<file path="src/rtl/int_to_float_pkg.sv">
// Shared helpers and stage control payload for the integer-to-float converter.
package int_to_float_pkg;

  function automatic int unsigned bias(input int unsigned exp_width);
    return (32'd1 << (exp_width - 32'd1)) - 32'd1;
  endfunction

  function automatic int unsigned clog2(input int unsigned value);
    int unsigned result;
    result = 32'd32;
    for (int i = 31; i >= 0; i--) begin
      if ((33'd1 << i) >= 33'(value)) result = 32'(i);
    end
    return result;
  endfunction

  function automatic int unsigned float_width(input int unsigned exp_width,
                                              input int unsigned man_width);
    return 32'd1 + exp_width + man_width;
  endfunction

  // Per-sample flags carried alongside the magnitude through the pipeline.
  typedef struct packed {
    logic sign;
    logic zero;
    logic rtz;
  } ctl_t;

endpackage

</file>
<file path="src/rtl/int_to_float_lzc.sv">
// Combinational leading-zero counter; an all-zero input yields WIDTH.
module int_to_float_lzc #(
  parameter int unsigned WIDTH     = 32,
  parameter int unsigned OUT_WIDTH = 6
) (
  input  logic [WIDTH-1:0]     data,
  output logic [OUT_WIDTH-1:0] count
);

  // Scanning upward lets the highest set bit win.
  always_comb begin
    count = OUT_WIDTH'(WIDTH);
    for (int i = 0; i < WIDTH; i++) begin
      if (data[i]) count = OUT_WIDTH'(WIDTH - 32'd1 - 32'(i));
    end
  end

endmodule

</file>
<file path="src/rtl/int_to_float.sv">
// Four-stage integer to IEEE-754 converter with a valid/ready stream and a
// global pipeline enable; supports RNE and RTZ rounding per sample.
module int_to_float
  import int_to_float_pkg::*;
#(
  parameter int unsigned INT_WIDTH = 32,
  parameter int unsigned EXP_WIDTH = 8,
  parameter int unsigned MAN_WIDTH = 23,
  parameter bit          SIGNED    = 1'b1
) (
  input  logic                                       clk,
  input  logic                                       rst_n,
  input  logic [INT_WIDTH-1:0]                       in_data,
  input  logic                                       in_rtz,
  input  logic                                       in_valid,
  output logic                                       in_ready,
  output logic [float_width(EXP_WIDTH, MAN_WIDTH)-1:0] out_data,
  output logic                                       out_inexact,
  output logic                                       out_valid,
  input  logic                                       out_ready
);

  localparam int unsigned FLOAT_WIDTH = float_width(EXP_WIDTH, MAN_WIDTH);
  localparam int unsigned LZ_WIDTH    = clog2(INT_WIDTH + 32'd1);
  localparam int unsigned E_TOP       = bias(EXP_WIDTH) + INT_WIDTH - 32'd1;

  logic adv;
  logic v1, v2, v3;

  assign adv      = ~out_valid | out_ready;
  assign in_ready = adv;

  // Stage 1: sign/magnitude split; magnitude is unsigned so the most-negative input is exact.
  logic                 in_sign_c;
  logic [INT_WIDTH-1:0] in_mag_c;
  ctl_t                 s1_ctl;
  logic [INT_WIDTH-1:0] s1_mag;

  assign in_sign_c = SIGNED & in_data[INT_WIDTH-1];
  assign in_mag_c  = in_sign_c ? -in_data : in_data;

  always_ff @(posedge clk or negedge rst_n) begin
    if (!rst_n) begin
      v1     <= 1'b0;
      s1_ctl <= '0;
      s1_mag <= '0;
    end else if (adv) begin
      v1 <= in_valid;
      if (in_valid) begin
        s1_ctl <= '{sign: in_sign_c, zero: (in_mag_c == '0), rtz: in_rtz};
        s1_mag <= in_mag_c;
      end
    end
  end

  // Stage 2: leading-zero count and biased exponent.
  logic [LZ_WIDTH-1:0]  lz_c;
  ctl_t                 s2_ctl;
  logic [INT_WIDTH-1:0] s2_mag;
  logic [LZ_WIDTH-1:0]  s2_lz;
  logic [EXP_WIDTH-1:0] s2_e;

  int_to_float_lzc #(
    .WIDTH     (INT_WIDTH),
    .OUT_WIDTH (LZ_WIDTH)
  ) u_lzc (
    .data  (s1_mag),
    .count (lz_c)
  );

  always_ff @(posedge clk or negedge rst_n) begin
    if (!rst_n) begin
      v2     <= 1'b0;
      s2_ctl <= '0;
      s2_mag <= '0;
      s2_lz  <= '0;
      s2_e   <= '0;
    end else if (adv) begin
      v2 <= v1;
      if (v1) begin
        s2_ctl <= s1_ctl;
        s2_mag <= s1_mag;
        s2_lz  <= lz_c;
        s2_e   <= EXP_WIDTH'(E_TOP) - EXP_WIDTH'(lz_c);
      end
    end
  end

  // Stage 3: normalise (hidden bit dropped), extract fraction, guard and sticky.
  logic [INT_WIDTH-2:0] norm_c;
  logic [MAN_WIDTH-1:0] frac_c;
  logic                 guard_c;
  logic                 sticky_c;
  logic                 inc_c;
  logic                 inexact_c;

  assign norm_c = (INT_WIDTH-1)'(s2_mag << s2_lz);

  if (INT_WIDTH - 1 > MAN_WIDTH) begin : g_round
    localparam int unsigned DROP = INT_WIDTH - 1 - MAN_WIDTH;
    assign frac_c  = norm_c[INT_WIDTH-2 -: MAN_WIDTH];
    assign guard_c = norm_c[DROP-1];
    if (DROP > 1) begin : g_sticky
      assign sticky_c = |norm_c[DROP-2:0];
    end else begin : g_no_sticky
      assign sticky_c = 1'b0;
    end
  end else if (INT_WIDTH - 1 == MAN_WIDTH) begin : g_fit
    assign frac_c   = norm_c;
    assign guard_c  = 1'b0;
    assign sticky_c = 1'b0;
  end else begin : g_pad
    assign frac_c   = {norm_c, {(MAN_WIDTH - INT_WIDTH + 1){1'b0}}};
    assign guard_c  = 1'b0;
    assign sticky_c = 1'b0;
  end

  assign inc_c     = ~s2_ctl.rtz & guard_c & (sticky_c | frac_c[0]);
  assign inexact_c = guard_c | sticky_c;

  logic                 s3_sign;
  logic                 s3_zero;
  logic [MAN_WIDTH-1:0] s3_frac;
  logic                 s3_inc;
  logic                 s3_inexact;
  logic [EXP_WIDTH-1:0] s3_e;

  always_ff @(posedge clk or negedge rst_n) begin
    if (!rst_n) begin
      v3         <= 1'b0;
      s3_sign    <= 1'b0;
      s3_zero    <= 1'b0;
      s3_frac    <= '0;
      s3_inc     <= 1'b0;
      s3_inexact <= 1'b0;
      s3_e       <= '0;
    end else if (adv) begin
      v3 <= v2;
      if (v2) begin
        s3_sign    <= s2_ctl.sign;
        s3_zero    <= s2_ctl.zero;
        s3_frac    <= frac_c;
        s3_inc     <= inc_c;
        s3_inexact <= inexact_c;
        s3_e       <= s2_e;
      end
    end
  end

  // Stage 4: apply increment; a fraction carry bumps the exponent.
  logic [MAN_WIDTH:0]     sum_c;
  logic [EXP_WIDTH-1:0]   e_out_c;
  logic [FLOAT_WIDTH-1:0] result_c;

  assign sum_c    = {1'b0, s3_frac} + (MAN_WIDTH+1)'(s3_inc);
  assign e_out_c  = s3_e + EXP_WIDTH'(sum_c[MAN_WIDTH]);
  assign result_c = s3_zero ? '0 : {s3_sign, e_out_c, sum_c[MAN_WIDTH-1:0]};

  always_ff @(posedge clk or negedge rst_n) begin
    if (!rst_n) begin
      out_valid   <= 1'b0;
      out_data    <= '0;
      out_inexact <= 1'b0;
    end else if (adv) begin
      out_valid <= v3;
      if (v3) begin
        out_data    <= result_c;
        out_inexact <= s3_inexact & ~s3_zero;
      end
    end
  end

endmodule
</file>
<file path="config.mk">
export PLATFORM = sky130hd
export DESIGN_NAME = int_to_float
export DESIGN_NICKNAME = d
export VERILOG_FILES = /design/src/rtl/int_to_float_pkg.sv /design/src/rtl/int_to_float_lzc.sv /design/src/rtl/int_to_float.sv
export SDC_FILE = /design/constraint.sdc
export NUM_CORES = 1
export LEC_CHECK = 0
export BUFFER_PORTS_ARGS = -buffer_cell sky130_fd_sc_hd__buf_2
export CORE_MARGIN = 2
export CORE_UTILIZATION = 55
export DETAILED_ROUTE_END_ITERATION = 16
export GPL_TIMING_DRIVEN = 0
export PLACE_DENSITY_LB_ADDON = 0.25
export SLEW_MARGIN = 10
export SYNTH_ARGS = -nofsm -noshare
export SYNTH_HDL_FRONTEND = slang
export SYNTH_SLANG_ARGS = --single-unit
</file>
<file path="constraint.sdc">
create_clock -name clk -period 2.3 [get_ports clk]
set_input_delay 0.46 -clock clk [delete_from_list [all_inputs] [get_ports clk]]
set_output_delay 0.46 -clock clk [all_outputs]
set_load 0.05 [all_outputs]
</file>
==> results of run 1 <==
[routing by layer]
metal	share of wire	global-route usage	vias to the layer above	wire, um
li1	-	-	3773	-
met1	0.40	0.321	3807	9870
met2	0.52	0.507	251	12800
met3	0.039	0.0438	65	965
met4	0.038	0.131	0	939
met5	0	0	-	0
[cells in the mapped netlist (all sizes together), types with 18 or more instances]
cell    number  share of area
mux4        25          0.061
clkbuf      51          0.021
nand3       18          0.011
nor3        21          0.013
dfrtp      154           0.41
inv         19         0.0077
nor2        42          0.017
nand2      160          0.065
o21ai      111          0.060
a21oi       22          0.012
mux2        49          0.059
xor2        44          0.041
mux2i       28          0.030
[stage by stage]
| step | hold slack, ns | setup WS, ns | power [mW] | util |
|---|---|---|---|---|
| floorplan | 0.164 | -0.00901 | 9.58 | - |
| global placement | 0.451 | -1.40 | 11.3 | 0.600 |
| detailed placement | 0.431 | -0.889 | 11.4 | 0.602 |
| CTS | 0.209 | -0.328 | 14.6 | 0.663 |
| global route | 0.238 | -0.458 | 16.0 | 0.686 |
| finish | 0.212 | -0.369 | 15.1 | 0.686 |
[repair_timing]
item | CTS | global route
setup endpoints to repair | 48 | 30
endpoints found under the hold margin | 65 | 0
hold buffers | 1 | 0
resized for setup | 64 | 61
buffers inserted | 29 | 27
pin swaps | 14 | 27
[power by group through the flow]
stage | clock network [mW] | logic, mW | registers, mW
after floorplan | 0 | 4.34 | 5.24
after global placement | 0 | 6.54 | 4.71
after detailed placement | 0 | 6.66 | 4.78
after CTS | 2.67 | 7.18 | 4.75
after global routing | 2.79 | 8.24 | 4.96
final | 2.65 | 7.61 | 4.82
[cells by family (layout without fill, tap and decap cells)]
logic type	count (synthesis)	after routing	synth area share
AO/OA/AOI/OAI	224	224	0.154
XOR/XNOR	59	59	0.0556
AND/OR/NAND/NOR	337	337	0.179
multiplexers	102	102	0.150
flip-flops	154	154	0.415
buffers and inverters	87	229	0.0375
adder cells (fa/ha/maj)	6	6	0.00808
[state kept, by name, indices dropped and copies added, names as in the netlist, 3 cells and up]
signal / count
out_data: 32
s1_ctl: 3
s1_mag: 32
s2_ctl: 3
s2_e: 7
s2_lz: 6
s2_mag: 31
s3_e: 8
s3_frac: 23
[critical path, stage by stage (launching register included)]
cell      delay (ns)
dfrtp_2         0.42
o31a_1          0.33
o41ai_4         0.34
a211oi_2        0.17
o31ai_2         0.23
a211oi_2        0.12
nor3_2          0.18
ha_2            0.22
nand2_2         0.06
a211oi_4        0.20
a31oi_1         0.07
o31ai_1         0.24
[worst max-delay path by stage]
stage / cells after the start / from / slack, ns / to
2_1_floorplan: 8 / s2_lz[0] / -0.009 / s3_frac[15]
3_3_place_gp: 1 / rst_n / -1.40 / s2_mag[5]
3_5_place_dp: 11 / in_data[0] / -0.89 / s1_ctl[1]
4_1_cts: 11 / s1_mag[3] / -0.33 / s2_e[6]
5_1_grt: 11 / s1_mag[3] / -0.46 / s2_e[6]
6_report: 11 / s1_mag[3] / -0.37 / s2_e[6]
[cell type report]
type                            instances  area [um2]
Timing Repair Buffer                  114         749
Inverter                               19        71.3
Tap cell                              220         275
Clock buffer                           19         453
Clock inverter                         13         113
Multi-Input combinational cell        728        5490
Fill cell                            1297        5180
Sequential cell                       154        3860
Buffer                                 64         324
==> impl_metrics.toml, run 1 <==
[run_status]
status = "finished, violations left"
violations = "setup timing"

[global_routing]
grt_usage = 0.278
antenna_found_initial = 0
grt_pass1_wl_um = 39400
grt_pass1_vias = 7734
globalRouteOverflowTotal = 0
grt_max_degree = 90

[synth]
ys_seq_elements = 154
synth_nets = 1012
synth.distinct_cells = 73
synth_flop_cell = "dfrtp_1"
seq_area_frac_synth = 0.415
syn_area_mm2 = 0.00929
synthArstFlopShare = 1.00
syn_inst = 969
post_synth.cell_area_avg_um2 = 9.58
yosys_warnings = 0
synth-edff-count = 0

[worst_setup_path]
crit_fanout = 3
r2r_end = "s2_e[6]"
worstPathArrival_ns = 3.00
ff2ff_path_depth = 11
cp-start-kind = "register"
critical_path_class = "register to register"
regToRegSetupSlack_ns = -0.37
end_kind = "register"
worst_ep_required_time_ns = 2.64
r2r-start = "s1_mag[3]"

[worst_hold_path]
min_path_type = "input pin to register"
whs_path_depth = 3
hold_start = "in_rtz"
min_to = "s1_ctl[0]"

[sta]
setup_tns_ns = -1.13
finalMaxSlewViolations = 0
max_freq_ghz = 0.375
rsz0062_at_grt = "yes"
slew_headroom = 0.572
final_hold_viol_count = 0
period_minus_slack_ns = 2.67
fin_ws_ns = -0.369
finalSetupViolCount = 5
fin_skew_ns = 0.00995
period_share = 1.16
tightest_slew_ns = 0.635

[layout]
final_cell_mix = "nand2_1 (156), dfrtp_1 (145), o21ai_0 (100), buf_2 (64), buf_4 (51)"
final_common_cell = "nand2_1"
finalNonFillerCells = 1331
antenna_cells = 0
drive_above_1_share = 0.293
synthToLayoutAreaGrowth_pct = 22.1
final_nets = 1141
fin_area_mm2 = 0.0113

[clock_network]
clock_latency_ns = 0.44
clk_pin_slew_worst_paths_ns = 0.07
cts_buffers = 17
tritoncts = "built"
cts_buffer_depth = 2
htree_levels = 4
cts_root_buf = "clkbuf_16"
cts_sinks = 154

[drt]
drtPass1Iterations = 7
drc = 0
drt_iter0_markers = 535
wl_per_cell_um = 18.5
vias = 7896
ant_nets = 0
routed_wl_um = 24600
drt-vias-per-instance = 5.93

[placement]
placed_cell_area_mm2 = 0.00994
dpl.cell_count = 1251
hpwl_um = 17600
place.port_buffers = 61
gp_congestion = 0.942

[die]
initial_core_util = 0.562
core_area_mm2 = 0.0165
dieArea_mm2 = 0.0179
rows = 47
io_pins = 72
die_h_um = 134
die_x_um = 134

[job]
drv_cap = 0

[pwr]
p_sw_frac = 0.440
intPower_mw = 8.45
powerDensity_mw_per_mm2 = 1330
pwr-share-clk = 0.176
p_switching_mw = 6.63
leakagePower_nw = 4.77
combPwrFrac = 0.505
peakVddDrop_mv = 0.900
pwr-share-seq = 0.320
No activity file was read; power rests on OpenSTA's default activity.
==> inputs of run 2 (changes only) <==
--- a/config.mk
+++ b/config.mk
@@ -6,6 +6,7 @@
 export NUM_CORES = 1
 export LEC_CHECK = 0
 export BUFFER_PORTS_ARGS = -buffer_cell sky130_fd_sc_hd__buf_2
+export CORE_ASPECT_RATIO = 1.1
 export CORE_MARGIN = 2
 export CORE_UTILIZATION = 55
 export DETAILED_ROUTE_END_ITERATION = 16
==> impl_metrics.toml, run 2 (synthesis gave the netlist of run 1 again) <==
[sta]
period_minus_slack_ns = 2.77
tightest_slew_ns = 0.832
slew_headroom = 0.440
whs_ns = 0.214
rsz0062_at_grt = "yes"
finalSetupViolCount = 6
max_freq_ghz = 0.361
fin_ws_ns = -0.473
fin_skew_ns = 0.0108
period_share = 1.21
final_hold_viol_count = 0
finalMaxSlewViolations = 0

[worst_setup_path]
crit_fanout = 5
crit_path_cell_trace = "nor4_2, o31a_1, o41ai_4, a211oi_2, o31ai_1, a211oi_1, nor3_1, ha_2, buf_4, buf_4, xor2_1, o21ai_1"
worst_ep_required_time_ns = 2.65
critical_path_class = "register to register"
end_kind = "register"
crit_top_cell = "buf_4"
slowest_delay_ns = 0.45
worstPathArrival_ns = 3.12
slowest_stage = "dfrtp_2"
cp-start-kind = "register"

[layout]
final_nets = 1139
fin_area_mm2 = 0.0112
final_cell_mix = "nand2_1 (156), dfrtp_1 (144), o21ai_0 (99), buf_2 (66), buf_4 (50)"
synthToLayoutAreaGrowth_pct = 21.1
biggestRegsByFlops = "out_data (32), s1_mag (32), s2_mag (31)"
final_common_cell = "nand2_1"
fin_util = 0.684
antenna_cells = 0
drive_above_1_share = 0.286

[global_routing]
antenna_found_initial = 0
grt_pass1_vias = 7588
grt_usage = 0.270
grt_max_degree = 115
globalRouteOverflowTotal = 0
grt_pass1_wl_um = 38600

[pwr]
leakagePower_nw = 4.75
powerDensity_mw_per_mm2 = 1340
peakVddDrop_mv = 0.699

[placement]
place.port_buffers = 61
gp_congestion = 0.906
placed_cell_area_mm2 = 0.00992
hpwl_um = 17400

[clock_network]
clock_latency_ns = 0.43
clk_pin_slew_worst_paths_ns = 0.07
cts_buffers = 17
cts_buffer_depth = 2
cts_root_buf = "clkbuf_16"
htree_levels = 4
tritoncts = "built"
cts_sinks = 154

[run_status]
violations = "setup timing"
status = "finished, violations left"

[drt]
vias = 7859
drt-vias-per-instance = 5.99
drt_iter0_markers = 588
routed_wl_um = 24100
wl_per_cell_um = 18.3
drc = 0
drtPass1Iterations = 5
ant_nets = 0

[die]
core_area_mm2 = 0.0164
io_pins = 72
die_x_um = 128
rows = 49
dieArea_mm2 = 0.0179
initial_core_util = 0.565
die_h_um = 140

[job]
drv_cap = 0

[worst_hold_path]
min_path_type = "input pin to register"
-- run 2: cell types whose count changed in the layout (fill, tap and decap cells not counted), sizes merged --
cell,before,now
buf,128,126
clkbuf,68,67
clkinv,6,3
clkinvlp,2,1
inv,24,29
-- run 2: area by class of cell --
type,instances,area [um2]
multi-input combinational,728,5450
fill,1326,5190
sequential,154,3870
timing repair buffer,111,717
clock buffer,18,439
buffer,65,322
tap,204,255
clock inverter,14,125
inverter,19,71.3
-- run 2: timing repair --
item	CTS	global route
hold buffers	1	0
resized for setup	66	47
gates cloned	0	0
pin swaps	14	23
endpoints found under the hold margin	40	0
buffers inserted	27	21
setup endpoints to repair	46	39
-- run 2: layer usage --
metal / routed length [um] / share of wire / up-vias / global-route usage
li1: - / - / 3778 / -
met1: 9690 / 0.40 / 3795 / 0.317
met2: 12800 / 0.53 / 227 / 0.498
met3: 760 / 0.032 / 59 / 0.0332
met4: 843 / 0.035 / 0 / 0.113
met5: 0 / 0 / - / 0
-- run 2: per-stage QoR --
stage | setup TNS [ns] | power (mW) | setup slack [ns] | cells
final | -1.60 | 15.1 | -0.473 | 1313
after floorplan | -0.0152 | 9.58 | -0.00901 | 969
after CTS | -1.11 | 14.6 | -0.371 | 1294
after detailed placement | -16.64 | 11.4 | -0.817 | 1235
after global routing | -2.58 | 16.0 | -0.586 | 1313
after global placement | -228.43 | 11.2 | -1.40 | 1234
-- run 2: worst max-delay path: cells and delay by family (launching register included) --
kind,cells,cell delay [ns]
xor+xnor,1,0.15
simple gates,2,0.40
flops,1,0.45
buf+inv,2,0.25
compound gates,6,1.25
fa+ha+maj,1,0.20
-- run 2: final timing paths --
check	start	to	slack, ns	cells after the start
max in group asynchronous	rst_n	s1_mag[28]	0.92	3
min in group asynchronous	rst_n	out_data[28]	0.49	2
setup / recovery	s1_mag[9]	s2_e[2]	-0.47	12
setup reg to reg	s1_mag[9]	s2_e[2]	-0.47	12
hold / removal	in_rtz	s1_ctl[0]	0.21	3
hold reg to reg	out_data[22]	out_data[22]	0.47	2
-- run 2: power breakdown --
part	total (mW)	switching [mW]	internal, mW
sequential	4.81	1.07	3.74
combinational	7.57	4.33	3.24
clock	2.72	1.27	1.46
